===== src/rtl/nexys_starship_lives_if.sv =====
// rtl/nexys_starship_lives_if.sv - game-side signal bundle for the lives/score keeper
interface nexys_starship_lives_if #(
  parameter int LIVES_W = 2,
  parameter int SCORE_W = 14
);
  logic               q_Play;
  logic               hit;
  logic               kill;
  logic               tick;
  logic [LIVES_W-1:0] lives;
  logic [SCORE_W-1:0] score;
  logic               invincible;
  logic               gameover_ctrl;

  modport master (
    output q_Play, hit, kill, tick,
    input  lives, score, invincible, gameover_ctrl
  );

  modport slave (
    input  q_Play, hit, kill, tick,
    output lives, score, invincible, gameover_ctrl
  );
endinterface


===== src/rtl/nexys_starship_lives.sv =====
// rtl/nexys_starship_lives.sv - lives, invulnerability window and saturating score; drives gameover_ctrl
module nexys_starship_lives #(
  parameter int START_LIVES  = 3,
  parameter int LIVES_W      = 2,
  parameter int INVULN_TICKS = 120,
  parameter int INV_W        = 7,
  parameter int SCORE_W      = 14,
  parameter int SCORE_MAX    = 9999,
  parameter int KILL_POINTS  = 1
) (
  input logic Clk,
  input logic Reset,
  nexys_starship_lives_if.slave bus
);

  typedef enum logic [3:0] {
    IDLE   = 4'b0001,
    ALIVE  = 4'b0010,
    INVULN = 4'b0100,
    DEAD   = 4'b1000
  } state_t;

  state_t             state, state_n;
  logic [LIVES_W-1:0] lives_q, lives_n;
  logic [SCORE_W-1:0] score_q, score_n;
  logic [INV_W-1:0]   inv_cnt, inv_cnt_n;
  logic               invincible_q, invincible_n;
  logic               gameover_q, gameover_n;

  // One bit of headroom so the saturation compare sees the true sum.
  logic [SCORE_W:0]   score_sum;
  logic [SCORE_W-1:0] score_kill;

  always_comb begin
    score_sum  = {1'b0, score_q} + (SCORE_W+1)'(KILL_POINTS);
    score_kill = (score_sum > (SCORE_W+1)'(SCORE_MAX)) ? SCORE_W'(SCORE_MAX)
                                                       : score_sum[SCORE_W-1:0];
  end

  always_ff @(posedge Clk) begin
    if (!Reset) begin
      state        <= IDLE;
      lives_q      <= LIVES_W'(START_LIVES);
      score_q      <= '0;
      inv_cnt      <= '0;
      invincible_q <= 1'b0;
      gameover_q   <= 1'b0;
    end else begin
      state        <= state_n;
      lives_q      <= lives_n;
      score_q      <= score_n;
      inv_cnt      <= inv_cnt_n;
      invincible_q <= invincible_n;
      gameover_q   <= gameover_n;
    end
  end

  always_comb begin
    state_n      = state;
    lives_n      = lives_q;
    score_n      = score_q;
    inv_cnt_n    = inv_cnt;
    invincible_n = invincible_q;
    gameover_n   = gameover_q;

    case (state)
      IDLE: begin
        if (bus.q_Play) begin
          state_n = ALIVE;
          lives_n = LIVES_W'(START_LIVES);
          score_n = '0;
        end
      end

      ALIVE: begin
        if (!bus.q_Play) begin
          state_n      = IDLE;
          invincible_n = 1'b0;
          inv_cnt_n    = '0;
        end else begin
          if (bus.kill)
            score_n = score_kill;
          if (bus.hit) begin
            if (lives_q == LIVES_W'(1)) begin
              state_n    = DEAD;
              lives_n    = '0;
              gameover_n = 1'b1;
            end else begin
              state_n      = INVULN;
              lives_n      = lives_q - LIVES_W'(1);
              inv_cnt_n    = INV_W'(INVULN_TICKS);
              invincible_n = 1'b1;
            end
          end
        end
      end

      INVULN: begin
        if (!bus.q_Play) begin
          state_n      = IDLE;
          invincible_n = 1'b0;
          inv_cnt_n    = '0;
        end else begin
          if (bus.kill)
            score_n = score_kill;
          // Hits are swallowed for the whole window, including the expiring tick.
          if (bus.tick) begin
            if (inv_cnt <= INV_W'(1)) begin
              state_n      = ALIVE;
              inv_cnt_n    = '0;
              invincible_n = 1'b0;
            end else begin
              inv_cnt_n = inv_cnt - INV_W'(1);
            end
          end
        end
      end

      DEAD: begin
        lives_n      = '0;
        gameover_n   = 1'b1;
        invincible_n = 1'b0;
      end

      default: begin
        state_n      = IDLE;
        invincible_n = 1'b0;
        inv_cnt_n    = '0;
      end
    endcase
  end

  assign bus.lives         = lives_q;
  assign bus.score         = score_q;
  assign bus.invincible    = invincible_q;
  assign bus.gameover_ctrl = gameover_q;

endmodule


===== src/flat_wrapper.sv =====
// flat-port wrapper written by rule: the top's interface ports become plain ports
module nexys_starship_lives_flat 
#(
  parameter int START_LIVES  = 3,
  parameter int LIVES_W      = 2,
  parameter int INVULN_TICKS = 120,
  parameter int INV_W        = 7,
  parameter int SCORE_W      = 14,
  parameter int SCORE_MAX    = 9999,
  parameter int KILL_POINTS  = 1
)
  (Clk, Reset, bus_q_Play, bus_hit, bus_kill, bus_tick, bus_lives, bus_score, bus_invincible, bus_gameover_ctrl);
  nexys_starship_lives_if #(.LIVES_W(LIVES_W), .SCORE_W(SCORE_W)) bus_i ();
  input logic Clk;
  input logic Reset;
  input wire logic [$bits(bus_i.q_Play)-1:0] bus_q_Play;
  input wire logic [$bits(bus_i.hit)-1:0] bus_hit;
  input wire logic [$bits(bus_i.kill)-1:0] bus_kill;
  input wire logic [$bits(bus_i.tick)-1:0] bus_tick;
  output wire logic [$bits(bus_i.lives)-1:0] bus_lives;
  output wire logic [$bits(bus_i.score)-1:0] bus_score;
  output wire logic [$bits(bus_i.invincible)-1:0] bus_invincible;
  output wire logic [$bits(bus_i.gameover_ctrl)-1:0] bus_gameover_ctrl;
  assign bus_i.q_Play = bus_q_Play;
  assign bus_i.hit = bus_hit;
  assign bus_i.kill = bus_kill;
  assign bus_i.tick = bus_tick;
  assign bus_lives = bus_i.lives;
  assign bus_score = bus_i.score;
  assign bus_invincible = bus_i.invincible;
  assign bus_gameover_ctrl = bus_i.gameover_ctrl;
  nexys_starship_lives #(.START_LIVES(START_LIVES), .LIVES_W(LIVES_W), .INVULN_TICKS(INVULN_TICKS), .INV_W(INV_W), .SCORE_W(SCORE_W), .SCORE_MAX(SCORE_MAX), .KILL_POINTS(KILL_POINTS)) u_core (.Clk(Clk), .Reset(Reset), .bus(bus_i));
endmodule

===== config.mk =====
export PLATFORM = sky130hd
export DESIGN_NAME = nexys_starship_lives_flat
export DESIGN_NICKNAME = d
export VERILOG_FILES = /design/src/rtl/nexys_starship_lives_if.sv /design/src/rtl/nexys_starship_lives.sv /design/src/flat_wrapper.sv
export SDC_FILE = /design/constraint.sdc
export NUM_CORES = 1
export LEC_CHECK = 0
export ABC_CLOCK_PERIOD_IN_PS = 5410
export BUFFER_PORTS_ARGS = -buffer_cell sky130_fd_sc_hd__buf_4
export CORE_MARGIN = 2
export CORE_UTILIZATION = 60
export DETAILED_ROUTE_END_ITERATION = 8
export PLACE_DENSITY = 0.89
export SLEW_MARGIN = 5
export SYNTH_ARGS = -nofsm -noshare
export SYNTH_HDL_FRONTEND = slang
export SYNTH_SLANG_ARGS = --single-unit

===== constraint.sdc =====
create_clock -name Clk -period 5.41 [get_ports Clk]
set_input_delay 1.082 -clock Clk [delete_from_list [all_inputs] [get_ports Clk]]
set_output_delay 1.082 -clock Clk [all_outputs]
set_load 0.02 [all_outputs]

==> results.py, run 1 <==
metrics = {
    "run_status": {
        "status": "completed",
    },
    "power_and_ir_drop": {
        "seqPwrFrac_pct": 52.0,
        "p_clk_share_pct": 36.9,
        "leakagePower_nw": 0.864,
        "pwr_density_cell_nw_per_um2": 190,
        "swShare_pct": 27.0,
        "ir_worst_vdd_uv": 148,
        "p_comb_share_pct": 11.1,
        "power_switching_mw": 0.116,
        "p_int_mw": 0.313,
    },
    "cts": {
        "clock_latency_ns": 0.35,
        "cts_resized": 0,
        "cts.sinks": 29,
        "cts_tree": "built",
        "numCtsBuffers": 5,
        "cts_max_path_buffers": 2,
        "cts_setup_buffers": 0,
        "htreeDepth": 2,
        "clockRootBuffer": "clkbuf_4",
        "postCtsHoldBufs": 0,
        "clk_pin_slew_worst_paths_ns": 0.10,
    },
    "cells_and_area": {
        "syn_to_final_growth_pct": 8.95,
        "final_util_pct": 68.1,
        "final_layout_size_suffix_gt1_share_pct": 15.7,
        "antenna-diode-count": 0,
        "register_area_sq_um": 581,
        "multiInputGateArea_sq_um": 1340,
        "finalNetCount": 291,
        "n_fill_cell": 306,
    },
    "route": {
        "first_pass_iters": 4,
        "avgViaCountPerCell": 6.15,
        "drt-total-wl_um": 4680,
        "antenna_left": 0,
        "drc": 0,
        "vias": 2005,
        "initialDrtViolationCount": 180,
        "wl_per_cell_um": 14.4,
    },
    "die": {
        "core_sq_um": 3310,
        "die-area_sq_um": 3930,
        "fp.dieH_um": 62.7,
        "rows": 21,
        "dieWidth_um": 62.7,
        "start_util_pct": 62.5,
        "ios": 24,
    },
    "logic_synthesis": {
        "synth.area.top_cells": "dfxtp_1 (28%), o21ai_0 (5.6%), nor2_1 (4.7%), nand2_1 (4.5%), ha_1 (3.6%)",
        "synthSimpleGateAreaFrac_pct": 29.8,
        "post-synth-top-count-cell": "dfxtp_1",
        "netlist_area_sq_um": 2070,
        "synth_top_family_by_area": "simple AND/OR/NAND/NOR gates",
        "synth_area_per_cell_sq_um": 7.69,
        "synth.ff_latch_count": 29,
        "synth_edf_count": 0,
        "synth_compound_area_share_pct": 26.4,
        "ys_warn_count": 0,
        "yosys.area.top_type_share_pct": 28.1,
        "synth_xor_area_share_pct": 2.54,
        "synth_top_area_cell": "dfxtp_1",
        "syn_inst": 269,
        "syn-num-nets": 281,
        "synthMuxAreaShare_pct": 2.54,
        "synth_commonest_cells": "dfxtp_1 (29), nor2_1 (26), nand2_1 (25)",
        "async_reset_ff_share_pct": 0,
        "yosysUniqueCellTypes": 58,
        "yosysSeqAreaShare_pct": 28.1,
        "synthAdderAreaFrac_pct": 3.63,
        "synth_top_flop_cell": "dfxtp_1",
    },
    "setup_path": {
        "ff2ff_setup_slack_ns": 2.52,
        "worstPathArrival_ns": 3.14,
        "reg2reg_from": "u_core.bus.score[2]",
        "required_ns": 5.66,
        "cp-start-kind": "flip-flop",
        "end_kind": "flip-flop",
        "endpoint": "u_core.bus.score[12]",
        "r2r_cells": 7,
        "worst-setup-path-type": "flip-flop to flip-flop",
        "r2r-end": "u_core.bus.score[12]",
        "critPathLaunch": "u_core.bus.score[2]",
        "critPathMaxFanout": 12,
    },
    "timing": {
        "final_max_slew_viol_count": 0,
        "relSlewSlack_pct": 49.8,
        "finalSetupTns_ns": 0,
        "tightest_slew_ns": 0.742,
        "fmax_mhz": 346,
        "period_minus_slack_ns": 2.89,
        "hold_viol": 0,
        "finClkSkew_ns": 0.00634,
        "fin_crit_sh_pct": 53.4,
        "rsz0062_at_grt": "no",
        "setup_violations": 0,
    },
    "grt": {
        "grt.total_usage_pct": 25.6,
        "grt_max_degree": 20,
        "grt-ovfl-total": 0,
        "grt_antenna_before_repair": 0,
        "grt_pass1_wl_um": 8050,
        "grt_pass1_vias": 1760,
    },
    "placement": {
        "io_buffers": 23,
        "place.gp.congestion": 0.917,
        "dpl.hpwl_um": 3340,
    },
    "flow_run": {
        "max_cap_viol_count": 0,
    },
    "worst_hold_path": {
        "worstHoldPathType": "flip-flop to flip-flop",
    },
}
## critical path: stages, from the launching register on
cell,delay [ns]
dfxtp_1,0.56
nand4_1,0.48
nor3_2,0.39
mux2i_1,0.38
a41o_1,0.27
a21oi_4,0.09
or2_1,0.35
a41o_1,0.27
## cells in the final DEF (no fill, tap or decap), types with 5 or more instances in the layout
cell type	instances
a21o_1	5
a21oi_1	13
and2_1	9
and3_1	8
buf_4	23
clkbuf_4	5
dfxtp_1	29
ha_1	6
inv_1	8
nand2_1	25
nand3_1	8
nor2_1	26
nor3_1	8
o21a_1	5
o21ai_0	23
## per-stage QoR
| step | instances | power (mW) | area (sq um) | worst slack, ns | hold WS [ns] |
|---|---|---|---|---|---|
| final | 326 | 0.429 | 2250 | 2.52 | 0.482 |
| after detailed placement | 318 | 0.276 | 2180 | 2.57 | 0.465 |
| after CTS | 326 | 0.431 | 2250 | 2.56 | 0.488 |
| after floorplan | 269 | 0.264 | 2070 | 2.80 | 0.463 |
| after global placement | 318 | 0.275 | 2180 | 2.64 | 0.452 |
| after global routing | 326 | 0.448 | 2250 | 2.29 | 0.509 |
## power groups by stage
stage | Combinational [mW] | Sequential, mW | Clock (mW)
5_1_grt | 0.0545 | 0.224 | 0.170
2_1_floorplan | 0.0357 | 0.228 | 0
4_1_cts | 0.0477 | 0.223 | 0.160
3_5_place_dp | 0.0474 | 0.228 | 0
3_3_place_gp | 0.0471 | 0.228 | 0
6_report | 0.0476 | 0.223 | 0.158
## metal layers
| layer | part of all wire (%) | vias to the layer above | GRT usage, % |
|---|---|---|---|
| met1 | 43 | 927 | 31.2 |
| met4 | 1.9 | 0 | 10.3 |
| li1 | - | 998 | - |
| met2 | 49 | 71 | 44.1 |
| met5 | 0 | - | 0 |
| met3 | 6.6 | 9 | 5.05 |
## how the worst min path moves through the flow
stage / cells after the start / slack, ns / startpoint / endpoint
after floorplan: 2 / 0.46 / u_core.inv_cnt[5] / u_core.inv_cnt[5]
after global placement: 1 / 0.45 / u_core.bus.gameover_ctrl / u_core.bus.gameover_ctrl
after detailed placement: 1 / 0.47 / u_core.bus.gameover_ctrl / u_core.bus.gameover_ctrl
after CTS: 1 / 0.49 / u_core.bus.gameover_ctrl / u_core.bus.gameover_ctrl
after global routing: 1 / 0.51 / u_core.bus.gameover_ctrl / u_core.bus.gameover_ctrl
final: 1 / 0.48 / u_core.bus.gameover_ctrl / u_core.bus.gameover_ctrl
## registers in the layout, indices dropped and copies added (netlist names)
register / cells
u_core.bus.invincible: 1
u_core.bus.lives: 2
u_core.state: 4
u_core.bus.gameover_ctrl: 1
u_core.inv_cnt: 7
u_core.bus.score: 14
## kinds of logic after synthesis
kind of cell / after synthesis
AO/OA/AOI/OAI: 81
flip-flops: 29
buffers and inverters: 28
multiplexers: 5
adder cells (fa/ha/maj): 6
AND/OR/NAND/NOR: 114
XOR/XNOR: 6
## area by class of cell
cell class              count  area share, %
clock buffers               7           2.89
multi-input cells         212           59.6
flip-flops and latches     29           25.8
repair buffers             23           7.66
well taps                  46           2.55
inverters                   8           1.33
clock inverters             1          0.222
Power figures use the tool's default switching activity.
==> run 2, diff against run 1 <==
Settings changed: ABC_AREA set to 1, ABC_CLOCK_PERIOD_IN_PS 5410 to 2500, CORE_UTILIZATION 60 to 52, PLACE_DENSITY 0.89 to 0.82.
Clock period 5.41 ns to 2.5 ns, I/O delays scaled along.
==> results.py, run 2 <==
metrics = {
    "cells_and_area": {
        "antenna-diode-count": 0,
        "final_util_pct": 62.6,
        "finalNetCount": 346,
        "layout_commonest_cell": "nand2_1",
        "multiInputGateArea_sq_um": 1230,
        "largest_reg_flops": 14,
        "final_layout_size_suffix_gt1_share_pct": 19.8,
        "final_cells": 382,
        "n_fill_cell": 367,
        "register_area_sq_um": 581,
        "layout_common_cells": "nand2_1 (76), inv_1 (43), nor2_1 (33)",
        "syn_to_final_growth_pct": 15.0,
    },
    "grt": {
        "grt_pass1_vias": 1728,
        "grtUsageMet1_pct": 30.9,
        "grt-ovfl-total": 0,
        "met3_usage_pct": 5.79,
        "grt.total_usage_pct": 22.3,
        "grt_antenna_before_repair": 0,
        "busiest_layer": "met2",
        "globalRouteMet2Util_pct": 34.1,
        "grt_max_degree": 23,
        "grt_pass1_wl_um": 7640,
    },
    "power_and_ir_drop": {
        "leakagePower_nw": 0.974,
        "ir_worst_vdd_uv": 474,
        "pwr_density_cell_nw_per_um2": 604,
    },
    "timing": {
        "setup_slack_ns": 0.295,
        "fin_crit_sh_pct": 88.2,
        "hold_viol": 0,
        "finClkSkew_ns": 0.00463,
        "relSlewSlack_pct": 45.0,
        "setup_violations": 0,
        "rsz0062_at_grt": "no",
        "period_minus_slack_ns": 2.21,
        "finalSetupTns_ns": 0,
        "fmax_mhz": 453,
        "final_max_slew_viol_count": 0,
        "tightest_slew_ns": 0.824,
    },
    "setup_path": {
        "worstPathArrival_ns": 2.34,
        "cp-start-kind": "flip-flop",
        "critPathMaxFanout": 13,
        "required_ns": 2.63,
        "end_kind": "flip-flop",
        "worst-setup-path-type": "flip-flop to flip-flop",
    },
    "placement": {
        "placedCellCount": 375,
        "io_buffers": 23,
        "pre_cts_slack_ns": 0.321,
        "dpl.hpwl_um": 3310,
        "place.gp.congestion": 0.954,
    },
    "route": {
        "drt-total-wl_um": 4450,
        "first_pass_iters": 4,
        "initialDrtViolationCount": 130,
        "avgViaCountPerCell": 5.18,
        "antenna_left": 0,
        "wl_per_cell_um": 11.6,
        "drc": 0,
        "vias": 1978,
    },
    "logic_synthesis": {
        "synth_top_flop_cell": "dfxtp_1",
        "synth.area.top_cells": "dfxtp_1 (29%), nand2_1 (14%), inv_1 (8.0%), nor2_1 (6.2%), nand3_1 (6.0%)",
        "synth_edf_count": 0,
        "async_reset_ff_share_pct": 0,
        "syn-num-nets": 321,
        "post-synth-top-count-cell": "nand2_1",
        "syn_inst": 309,
        "yosysUniqueCellTypes": 30,
        "synth_area_per_cell_sq_um": 6.50,
        "yosys.area.top_type_share_pct": 28.9,
        "synth.ff_latch_count": 29,
        "netlist_area_sq_um": 2010,
        "synth_top_area_cell": "dfxtp_1",
        "synth_commonest_cells": "nand2_1 (76), inv_1 (43), nor2_1 (33)",
        "ys_warn_count": 0,
        "yosysSeqAreaShare_pct": 28.9,
    },
    "cts": {
        "clk_pin_slew_worst_paths_ns": 0.06,
        "cts_max_path_buffers": 2,
        "cts_resized": 0,
        "htreeDepth": 2,
        "clockRootBuffer": "clkbuf_8",
        "clock_latency_ns": 0.28,
        "postCtsHoldBufs": 0,
        "cts_tree": "built",
        "numCtsBuffers": 5,
        "cts.sinks": 29,
        "cts_setup_buffers": 0,
    },
    "die": {
        "die-area_sq_um": 4380,
        "ios": 24,
        "dieWidth_um": 66.1,
        "rows": 22,
        "fp.dieH_um": 66.1,
        "core_sq_um": 3690,
        "start_util_pct": 54.4,
    },
    "run_status": {
        "status": "completed",
    },
    "worst_hold_path": {
        "worstHoldPathType": "input port to flip-flop",
    },
    "flow_run": {
        "max_cap_viol_count": 0,
    },
}
==> run 2: changes by cell type after synthesis, sizes merged, moves of 8 or more <==
cell / before / now
a21oi: 16 / 26
and2: 10 / 0
nand2: 25 / 89
nand3: 8 / 30
and3: 8 / 0
o21ai: 24 / 12
nor2: 26 / 40
inv: 8 / 44
clkbuf: 11 / 2
==> run 2: power by group <==
group,switching [mW],internal (mW)
clock,0.186,0.289
sequential,0.0301,0.501
combinational,0.240,0.148
total,0.456,0.938
==> run 2: cells by family (layout without fill, tap and decap cells) <==
| logic type | count (synthesis) | in the layout | share of synthesized area [%] |
|---|---|---|---|
| buf+inv | 49 | 74 | 9.97 |
| simple gates | 176 | 176 | 41.8 |
| compound gates | 41 | 41 | 11.7 |
| fa+ha+maj | 6 | 6 | 3.74 |
| flops | 29 | 29 | 28.9 |
| xor+xnor | 8 | 8 | 3.86 |
==> run 2: worst paths after layout <==
| path | cells past startpoint | slack [ns] | end | startpoint |
|---|---|---|---|---|
| max | 14 | 0.29 | u_core.bus.score[1] | u_core.bus.score[0] |
| min reg2reg | 2 | 0.45 | u_core.bus.gameover_ctrl | u_core.bus.gameover_ctrl |
| min | 2 | 0.42 | u_core.bus.lives[0] | Reset |
| max reg2reg | 14 | 0.29 | u_core.bus.score[1] | u_core.bus.score[0] |
==> run 2: per-layer routing <==
metal | wire length (um) | part of all wire, %
met4 | 38 | 0.85
met3 | 213 | 4.8
met1 | 2160 | 48
met5 | 0 | 0
met2 | 2040 | 46
==> run 2: cell type report <==
cell class | instances | share of cell area [%]
Inverter | 44 | 7.15
Tap cell | 48 | 2.60
Multi-Input combinational cell | 231 | 53.1
Sequential cell | 29 | 25.1
Clock buffer | 5 | 2.98
Timing Repair Buffer | 23 | 7.48
Clock inverter | 2 | 1.52
==> run 2: worst max-delay path, stage by stage, from the launching register on <==
cell and delay [ns]:
dfxtp_1 0.48, ha_1 0.28, nand2_2 0.09, nor2_2 0.15, nand3_1 0.11, nand2_1 0.07
nand2_1 0.08, nor2_1 0.11, nand3_1 0.08, nand2_1 0.07, nand2_1 0.06, nand2_2 0.24
nand2_1 0.10, nand2_1 0.07, a21oi_1 0.06
==> run 2: metrics by stage <==
stage | cell area, sq um | total power [mW] | hold slack, ns
global route | 2310 | 1.50 | 0.432
detailed placement | 2210 | 0.927 | 0.446
global placement | 2210 | 0.915 | 0.441
floorplan | 2010 | 0.838 | 0.466
CTS | 2310 | 1.40 | 0.418
finish | 2310 | 1.39 | 0.421
==> run 3, diff against run 2 <==
Settings changed: ABC_CLOCK_PERIOD_IN_PS 2500 to 2840, CAP_MARGIN set to 10, CORE_UTILIZATION 52 to 60, PLACE_DENSITY 0.82 to 0.89.
Clock period 2.5 ns to 2.84 ns, I/O delays scaled along.
==> results.py, run 3 (synthesis gave the netlist of run 2 again) <==
metrics = {
    "run_status": {
        "status": "completed",
    },
    "die": {
        "fp.dieH_um": 61.9,
        "rows": 21,
        "ios": 24,
        "start_util_pct": 61.1,
        "die-area_sq_um": 3830,
        "dieWidth_um": 61.9,
        "core_sq_um": 3280,
    },
    "cts": {
        "htreeDepth": 2,
        "cts.sinks": 29,
        "clockRootBuffer": "clkbuf_4",
        "clock_latency_ns": 0.33,
        "postCtsHoldBufs": 0,
        "cts_max_path_buffers": 2,
        "numCtsBuffers": 5,
        "cts_resized": 0,
        "cts_setup_buffers": 0,
        "clk_pin_slew_worst_paths_ns": 0.10,
        "cts_tree": "built",
    },
    "setup_path": {
        "r2r-end": "u_core.bus.score[1]",
        "worstPathArrival_ns": 2.46,
        "critPathMaxFanout": 13,
        "end_kind": "flip-flop",
        "ff2ff_setup_slack_ns": 0.62,
        "r2r_cells": 15,
        "cp-start-kind": "flip-flop",
        "required_ns": 3.08,
        "reg2reg_from": "u_core.bus.score[0]",
        "worst-setup-path-type": "flip-flop to flip-flop",
    },
    "grt": {
        "grt_pass1_wl_um": 6860,
        "grt-ovfl-total": 0,
        "grt.total_usage_pct": 24.2,
        "grt_max_degree": 23,
        "grt_pass1_vias": 1637,
        "grt_antenna_before_repair": 0,
    },
    "timing": {
        "period_minus_slack_ns": 2.22,
        "hold_slack_ns": 0.447,
        "setup_violations": 0,
        "tightest_slew_ns": 0.809,
        "finalSetupTns_ns": 0,
        "fmax_mhz": 451,
        "fin_crit_sh_pct": 78.1,
        "relSlewSlack_pct": 46.0,
        "hold_viol": 0,
        "rsz0062_at_grt": "no",
        "finClkSkew_ns": 0.0109,
        "final_max_slew_viol_count": 0,
    },
    "power_and_ir_drop": {
        "leakagePower_nw": 0.962,
        "p_comb_share_pct": 30.6,
        "p_int_mw": 0.714,
        "swShare_pct": 34.7,
        "pwr_density_cell_nw_per_um2": 481,
        "power_switching_mw": 0.380,
        "seqPwrFrac_pct": 42.7,
        "finalPower_mw": 1.09,
        "ir_worst_vdd_uv": 319,
        "p_clk_share_pct": 26.7,
    },
    "route": {
        "avgViaCountPerCell": 5.30,
        "wl_per_cell_um": 11.4,
        "first_pass_iters": 4,
        "drt-total-wl_um": 4340,
        "antenna_left": 0,
        "initialDrtViolationCount": 111,
        "drc": 0,
        "vias": 2019,
    },
    "cells_and_area": {
        "final_util_pct": 69.2,
        "largest_reg_flops": 14,
        "finalNetCount": 346,
        "n_fill_cell": 306,
        "layout_common_cells": "nand2_1 (76), inv_1 (43), nor2_1 (33)",
        "syn_to_final_growth_pct": 13.2,
        "antenna-diode-count": 0,
        "final_layout_size_suffix_gt1_share_pct": 20.0,
        "layout_commonest_cell": "nand2_1",
    },
    "placement": {
        "place.gp.congestion": 0.935,
        "dpl.hpwl_um": 3260,
        "io_buffers": 23,
    },
    "worst_hold_path": {
        "min_delay_worst_endpoint": "u_core.bus.lives[0]",
        "min_path_cells": 2,
        "worstHoldPathType": "input port to flip-flop",
        "hp-start": "Reset",
    },
    "flow_run": {
        "max_cap_viol_count": 0,
    },
}
run 3: cell count changes in the layout (fill, tap and decap cells not counted), sizes merged:
cell | before | now
bufinv | 1 | 0
clkbuf | 5 | 7
run 3: metrics by stage:
step	instances	setup WS, ns	cell area [sq um]
2_1_floorplan	309	0.866	2010
3_3_place_gp	373	0.768	2200
3_5_place_dp	373	0.694	2200
4_1_cts	381	0.654	2270
5_1_grt	381	0.434	2270
6_report	381	0.622	2270
run 3: final cells by class:
class / instances / area (sq um) / area share [%]
Clock buffer: 7 / 65.1 / 2.86
Clock inverter: 1 / 5.00 / 0.220
Inverter: 44 / 165 / 7.26
Multi-Input combinational cell: 231 / 1230 / 54.0
Sequential cell: 29 / 581 / 25.5
Tap cell: 46 / 57.6 / 2.53
Timing Repair Buffer: 23 / 173 / 7.59
run 3: power groups by stage:
stage	clock, mW	sequential (mW)	combinational [mW]
after CTS	0.298	0.468	0.335
after floorplan	0	0.488	0.249
after detailed placement	0	0.477	0.334
after global routing	0.318	0.473	0.387
after global placement	0	0.476	0.331
final	0.292	0.468	0.335
run 3: worst max path at each step:
stage | end | slack, ns | cells past startpoint | from
after floorplan | u_core.bus.score[10] | 0.87 | 15 | u_core.bus.score[0]
after global placement | u_core.bus.score[2] | 0.77 | 14 | u_core.bus.score[0]
after detailed placement | u_core.bus.score[1] | 0.69 | 13 | u_core.bus.score[0]
after CTS | u_core.bus.score[1] | 0.65 | 15 | u_core.bus.score[0]
after global routing | u_core.bus.score[1] | 0.43 | 13 | u_core.bus.score[0]
final | u_core.bus.score[1] | 0.62 | 15 | u_core.bus.score[0]
run 3: worst max-delay path: stages (launching register included):
cell	delay (ns)
dfxtp_1	0.49
ha_1	0.21
nand2_1	0.06
nor2_1	0.21
nand2_1	0.09
nand2_1	0.09
nand2_1	0.08
nor2_1	0.11
nand3_1	0.09
nand3_1	0.07
nand2_1	0.05
nand2_1	0.06
nand2_2	0.20
nand2_1	0.11
nand2_1	0.05
a21oi_1	0.15
run 3: metal layers:
layer | track usage (%) | up-vias | wire, um | share of wire (%)
met5 | 0 | - | 0 | 0
met4 | 7.29 | 0 | 47 | 1.1
met3 | 6.63 | 7 | 217 | 5.0
met2 | 39.1 | 48 | 2040 | 47
met1 | 31.6 | 927 | 2040 | 47
li1 | - | 1037 | - | -
